===== src/rtl/branch_resolver_pkg.sv =====
`default_nettype none
// ============================================================================
// Module  : branch_resolver_pkg
// Brief   : Shared constants for branch resolution (widths, funct3, FSM states)
// Revision: 1.0
// ============================================================================
package branch_resolver_pkg;

    localparam int XLEN_DFLT = 32;
    localparam int CNT_W_DFLT = 32;

    localparam logic [2:0] F3_BEQ  = 3'b000;
    localparam logic [2:0] F3_BNE  = 3'b001;
    localparam logic [2:0] F3_BLT  = 3'b100;
    localparam logic [2:0] F3_BGE  = 3'b101;
    localparam logic [2:0] F3_BLTU = 3'b110;
    localparam logic [2:0] F3_BGEU = 3'b111;

    localparam logic [0:0] BR_IDLE     = 1'b0;
    localparam logic [0:0] BR_REDIRECT = 1'b1;

endpackage
`default_nettype wire


===== src/rtl/branch_cmp.sv =====
`default_nettype none
// ============================================================================
// Module  : branch_cmp
// Brief   : Combinational branch condition evaluator (rs1, rs2, funct3 -> taken)
// Revision: 1.0
// ============================================================================
module branch_cmp
    import branch_resolver_pkg::*;
#(
    parameter int XLEN = XLEN_DFLT
) (
    input  logic [XLEN-1:0] i_rs1,
    input  logic [XLEN-1:0] i_rs2,
    input  logic [2:0]      i_funct3,
    output logic            o_taken
);

    always_comb begin
        o_taken = 1'b0;
        case (i_funct3)
            F3_BEQ:  o_taken = (i_rs1 == i_rs2);
            F3_BNE:  o_taken = (i_rs1 != i_rs2);
            F3_BLT:  o_taken = ($signed(i_rs1) <  $signed(i_rs2));
            F3_BGE:  o_taken = ($signed(i_rs1) >= $signed(i_rs2));
            F3_BLTU: o_taken = (i_rs1 <  i_rs2);
            F3_BGEU: o_taken = (i_rs1 >= i_rs2);
            default: o_taken = 1'b0;
        endcase
    end

endmodule
`default_nettype wire


===== src/rtl/branch_resolver.sv =====
`default_nettype none
// ============================================================================
// Module  : branch_resolver
// Brief   : Execute-stage branch resolution, fetch redirect and perf counters
// Revision: 1.0
// ============================================================================
module branch_resolver
    import branch_resolver_pkg::*;
#(
    parameter int XLEN  = XLEN_DFLT,
    parameter int CNT_W = CNT_W_DFLT
) (
    input  logic             clk,
    input  logic             aresetn,
    input  logic             i_instr_valid,
    output logic             o_ready,
    input  logic             i_is_op_jal,
    input  logic             i_is_op_jalr,
    input  logic             i_is_op_branch,
    input  logic [2:0]       i_funct3,
    input  logic [XLEN-1:0]  i_rs1_data,
    input  logic [XLEN-1:0]  i_rs2_data,
    input  logic [XLEN-1:0]  i_imm,
    input  logic [XLEN-1:0]  i_pc,
    input  logic             i_pred_taken,
    output logic             o_redirect_valid,
    output logic [XLEN-1:0]  o_redirect_pc,
    input  logic             i_redirect_ready,
    output logic             o_squash,
    output logic             o_link_valid,
    output logic [XLEN-1:0]  o_link_data,
    output logic             o_misalign_exc,
    output logic [CNT_W-1:0] o_br_cnt,
    output logic [CNT_W-1:0] o_mispred_cnt
);

    logic [0:0]       state_q, state_d;
    logic [XLEN-1:0]  redirect_pc_q, redirect_pc_d;
    logic             link_valid_q, link_valid_d;
    logic [XLEN-1:0]  link_data_q, link_data_d;
    logic             misalign_q, misalign_d;
    logic [CNT_W-1:0] br_cnt_q, br_cnt_d;
    logic [CNT_W-1:0] mispred_cnt_q, mispred_cnt_d;

    logic             w_cmp_taken;
    logic             w_accept;
    logic             w_is_ctrl;
    logic             w_is_link;
    logic             w_taken;
    logic [XLEN-1:0]  w_pc_target;
    logic [XLEN-1:0]  w_jalr_target;
    logic [XLEN-1:0]  w_target;
    logic [XLEN-1:0]  w_pc_plus4;
    logic             w_resolve;
    logic             w_misalign;
    logic             w_commit;
    logic             w_mispred;

    branch_cmp #(
        .XLEN (XLEN)
    ) u_branch_cmp (
        .i_rs1    (i_rs1_data),
        .i_rs2    (i_rs2_data),
        .i_funct3 (i_funct3),
        .o_taken  (w_cmp_taken)
    );

    assign w_accept      = i_instr_valid && (state_q == BR_IDLE);
    assign w_is_ctrl     = i_is_op_jal || i_is_op_jalr || i_is_op_branch;
    assign w_is_link     = i_is_op_jal || i_is_op_jalr;
    // Unconditional jumps override the comparator when several op flags are set.
    assign w_taken       = w_is_link || (i_is_op_branch && w_cmp_taken);
    assign w_pc_target   = i_pc + i_imm;
    assign w_jalr_target = (i_rs1_data + i_imm) & ~{{(XLEN-1){1'b0}}, 1'b1};
    assign w_target      = i_is_op_jalr ? w_jalr_target : w_pc_target;
    assign w_pc_plus4    = i_pc + {{(XLEN-3){1'b0}}, 3'd4};

    assign w_resolve  = w_accept && w_is_ctrl;
    assign w_misalign = w_resolve && w_taken && (w_target[1:0] != 2'b00);
    assign w_commit   = w_resolve && !w_misalign;
    assign w_mispred  = w_commit && (w_taken != i_pred_taken);

    always_comb begin
        state_d       = state_q;
        redirect_pc_d = redirect_pc_q;
        case (state_q)
            BR_IDLE: begin
                if (w_mispred) begin
                    state_d       = BR_REDIRECT;
                    redirect_pc_d = w_taken ? w_target : w_pc_plus4;
                end
            end
            BR_REDIRECT: begin
                if (i_redirect_ready) begin
                    state_d = BR_IDLE;
                end
            end
            default: state_d = BR_IDLE;
        endcase
    end

    always_comb begin
        link_valid_d  = w_commit && w_is_link;
        link_data_d   = (w_commit && w_is_link) ? w_pc_plus4 : link_data_q;
        misalign_d    = w_misalign;
        br_cnt_d      = br_cnt_q;
        mispred_cnt_d = mispred_cnt_q;
        if (w_commit && (br_cnt_q != {CNT_W{1'b1}})) begin
            br_cnt_d = br_cnt_q + {{(CNT_W-1){1'b0}}, 1'b1};
        end
        if (w_mispred && (mispred_cnt_q != {CNT_W{1'b1}})) begin
            mispred_cnt_d = mispred_cnt_q + {{(CNT_W-1){1'b0}}, 1'b1};
        end
    end

    always_ff @(posedge clk or negedge aresetn) begin
        if (!aresetn) begin
            state_q       <= BR_IDLE;
            redirect_pc_q <= '0;
            link_valid_q  <= 1'b0;
            link_data_q   <= '0;
            misalign_q    <= 1'b0;
            br_cnt_q      <= '0;
            mispred_cnt_q <= '0;
        end else begin
            state_q       <= state_d;
            redirect_pc_q <= redirect_pc_d;
            link_valid_q  <= link_valid_d;
            link_data_q   <= link_data_d;
            misalign_q    <= misalign_d;
            br_cnt_q      <= br_cnt_d;
            mispred_cnt_q <= mispred_cnt_d;
        end
    end

    assign o_ready          = (state_q == BR_IDLE);
    assign o_redirect_valid = (state_q == BR_REDIRECT);
    assign o_squash         = (state_q == BR_REDIRECT);
    assign o_redirect_pc    = redirect_pc_q;
    assign o_link_valid     = link_valid_q;
    assign o_link_data      = link_data_q;
    assign o_misalign_exc   = misalign_q;
    assign o_br_cnt         = br_cnt_q;
    assign o_mispred_cnt    = mispred_cnt_q;

endmodule
`default_nettype wire


===== config.mk =====
export PLATFORM = sky130hd
export DESIGN_NAME = branch_resolver
export DESIGN_NICKNAME = d
export VERILOG_FILES = /design/src/rtl/branch_resolver_pkg.sv /design/src/rtl/branch_cmp.sv /design/src/rtl/branch_resolver.sv
export SDC_FILE = /design/constraint.sdc
export NUM_CORES = 1
export LEC_CHECK = 0
export CAP_MARGIN = 30
export CORE_ASPECT_RATIO = 1.1
export CORE_MARGIN = 2
export CORE_UTILIZATION = 43
export CTS_CLUSTER_SIZE = 16
export DETAILED_ROUTE_END_ITERATION = 7
export PLACE_DENSITY = 0.72
export SYNTH_ARGS = -nofsm -noshare
export SYNTH_HDL_FRONTEND = slang
export SYNTH_SLANG_ARGS = --single-unit

===== constraint.sdc =====
create_clock -name clk -period 2.7 [get_ports clk]
set_input_delay 0.27 -clock clk [delete_from_list [all_inputs] [get_ports clk]]
set_output_delay 0.27 -clock clk [all_outputs]
set_load 0.005 [all_outputs]

==> results_dict.tcl <==
set metrics [dict create \
    vias 11460 \
    p_sw_mw 2.985 \
    grt_max_degree 132 \
    path_clk_slew_ps 60 \
    worst-setup-path-type "in -> reg" \
    skew_ps 9.484 \
    grt_overflow 0 \
    start_kind "primary input" \
    intPower_mw 6.226 \
    tns_ps -50770 \
    p_per_area_mw_per_mm2 524.1 \
    max-clock-path-buffers 2 \
    final-hold-violation-count 0 \
    slew_violations 0 \
    fin_ws_ps -742.3 \
    dr.pass1.iters 5 \
    synthAdderAreaFrac_pct 11.83 \
    fin_crit_ps 3442 \
    multi_input_area_mm2 0.007796 \
    dp_slack_ps -1512 \
    synth-xor-area-share_pct 11.94 \
    seq_area_frac_synth_pct 31.25 \
    worstSetupStartpoint "i_rs1_data[10]" \
    gp_congestion 0.9110 \
    worstRegToRegCells 12 \
    r2r-start "o_mispred_cnt[8]" \
    nFillCells 1746 \
    synth_compound_area_share_pct 19.17 \
    antenna_found_initial 2 \
    r2r_setup_slack_ps -370 \
    synth_flop_cell "dfrtp_1" \
    cts.sinks 131 \
    hold_class "in -> async" \
    cp_cell_sequence "buf_6, ha_4, nand4_1, buf_4, or3_4, a21oi_2, o41a_1, nor3_2, o311a_4, or4b_4, a211oi_4, buf_4, buf_6, nand3_1, xnor2_1" \
    drive_above_1_share_pct 31.73 \
    hold_slack_ps 457.3 \
    synth_edf_count 0 \
    synth-seq-cells 131 \
    p_leak_nw 8.068 \
    final_cell_mix "287 x buf_4, 199 x clkdlybuf4s50_1, 131 x dfrtp_1" \
    final_common_cell "buf_4" \
    dieArea_mm2 0.02567 \
    setup_viol 97 \
    switching_share_pct 32.40 \
    drt-vias-per-instance 5.425 \
    combPwrFrac_pct 41.9 \
    critPathMaxFanout 5 \
    synth_top_family_by_area "simple AND/OR/NAND/NOR gates" \
    grt_pass1_vias 11690 \
    routed_wl_um 38390 \
    syn_nets 1452 \
    area_growth_pct 67.54 \
    synthSimpleGateAreaFrac_pct 20.76 \
    fmax_ghz 0.2905 \
    critPathMaxStageDelay_ps 590 \
    ir_worst_vdd_v 0.0004597 \
    nNetsFinal 2030 \
    portBuffers 271 \
    initial_core_util_pct 44.00 \
    max_slew.worst_pin.slew_ps 750.4 \
    drc 0 \
    h-tree-depth 4 \
    ys_types 72 \
    syn_area_per_cell_um2 8.635 \
    cap_viol_max_count 0 \
    slew_headroom_pct 49.97 \
    crit_arrival_ps 3740 \
    die_h_um 167.8 \
    rsz0062_at_grt "yes" \
    register_area_mm2 0.003278 \
    r2r_end "o_mispred_cnt[29]" \
    grt_usage_pct 29.14 \
    clock-root-buffer "clkbuf_16" \
    synth_area_mm2 0.01049 \
    fin_area_mm2 0.01758 \
    io_pins 272 \
    place.detailed.hpwl_um 28990 \
    clkPwrFrac_pct 27.5 \
    numCtsBuffers 17 \
    totalPowerFinal_mw 9.211 \
    grt_first_pass_wirelength_um 60660 \
    synthMuxAreaShare_pct 1.765 \
    power_frac_seq_pct 30.6 \
    endpoint "o_mispred_cnt[29]" \
    async_flop_share_pct 100.0 \
    antenna_left 0 \
    violations "negative setup slack" \
    place_area_mm2 0.01600 \
    netlist_instances 1215 \
    worstPathRequired_ps 2990 \
    core_area_mm2 0.02384 \
    drt_iter0_drc 669 \
    post_drt_wl_per_cell_um 18.18 \
    cp_slowest_cell "or4b_4" \
    rows 59 \
    clk-insertion-delay-late_ps 420 \
    die_w_um 152.9 \
    yosysWarnings 0 \
    cts_tree "done" \
    crit_path_end_kind "register" \
    final.period_utilization_pct 127.5 \
    status "finished, violations left" \
]
## worst max-delay path, delay by kind of cell
family                   cells  cell delay [ps]
AND/OR/NAND/NOR              5             1340
XOR/XNOR                     1              160
AO/OA/AOI/OAI                4             1090
adder cells (fa/ha/maj)      1              260
buffers and inverters        4              590
## stage by stage
step	cells	util (%)
5_1_grt	2112	73.72
3_5_place_dp	2044	67.09
3_3_place_gp	2044	67.09
2_1_floorplan	1215	-
6_report	2112	73.72
4_1_cts	2101	72.50
## registers in the layout, summed over array words and instances (netlist names)
register          flops
o_mispred_cnt        32
o_misalign_exc        1
o_br_cnt             32
o_link_valid          1
o_redirect_valid      1
o_redirect_pc        32
o_link_data          32
## power by group through the flow
stage               clock network [mW]  logic [mW]  registers, mW
floorplan                            0        1.38           2.76
global placement                     0        3.46           2.80
detailed placement                   0        3.53           2.81
CTS                               2.52        3.74           2.80
global route                      2.61        4.16           2.86
finish                            2.53        3.86           2.82
## cell type report
cell class / count / area share (%)
tap: 305 / 2.171
inverter: 52 / 1.210
clock inverter: 11 / 0.9895
clock buffer: 21 / 2.677
sequential: 131 / 18.65
multi-input combinational: 999 / 44.35
timing repair buffer: 592 / 29.93
antenna: 1 / 0.01424
## kinds of logic after synthesis
logic type,Yosys count
DFF,131
muxes,17
xor gates and xnor gates,143
buffers and inverters,85
adders and majority gates,98
and+or+nand+nor,424
AOI/OAI and AO/OA,317
## cell usage after synthesis, types with 27 or more instances
library cell,n,area (um^2)
nand2_1,135,506.7
a21oi_1,90,450.4
nand3_1,55,275.3
xnor2_1,76,665.6
xor2_1,67,586.8
dfrtp_1,131,3278
nand4_1,32,200.2
and3_1,27,168.9
ha_1,96,1201
o21ai_0,79,395.4
a21o_1,29,217.7
nor2_1,77,289.0
inv_1,50,187.7
## repair_timing
action | 4_1_cts | 5_1_grt
setup buffers | 17 | 11
hold buffers | 1 | 0
endpoints found under the setup margin | 98 | 98
endpoints found under the hold margin | 4 | 0
cloned | 7 | 0
gates resized for setup | 349 | 60
pin swaps | 82 | 48
## worst min-delay path by stage
stage / endpoint / slack [ps] / cells after the start
6_report: o_br_cnt[10] / 460 / 3
5_1_grt: o_redirect_valid / 480 / 2
4_1_cts: o_link_data[16] / 480 / 2
3_5_place_dp: o_br_cnt[11] / 440 / 2
3_3_place_gp: o_br_cnt[11] / 440 / 2
2_1_floorplan: o_br_cnt[0] / -30 / 0
## per-layer routing
metal	up-vias	global-route usage [%]	wire length [um]
met2	388	50.79	18820
met1	5409	37.53	16550
met5	-	0	13
met4	2	10.06	1021
li1	5604	-	-
met3	54	3.501	1981
Note: power is estimated with default switching activity, not from simulation.
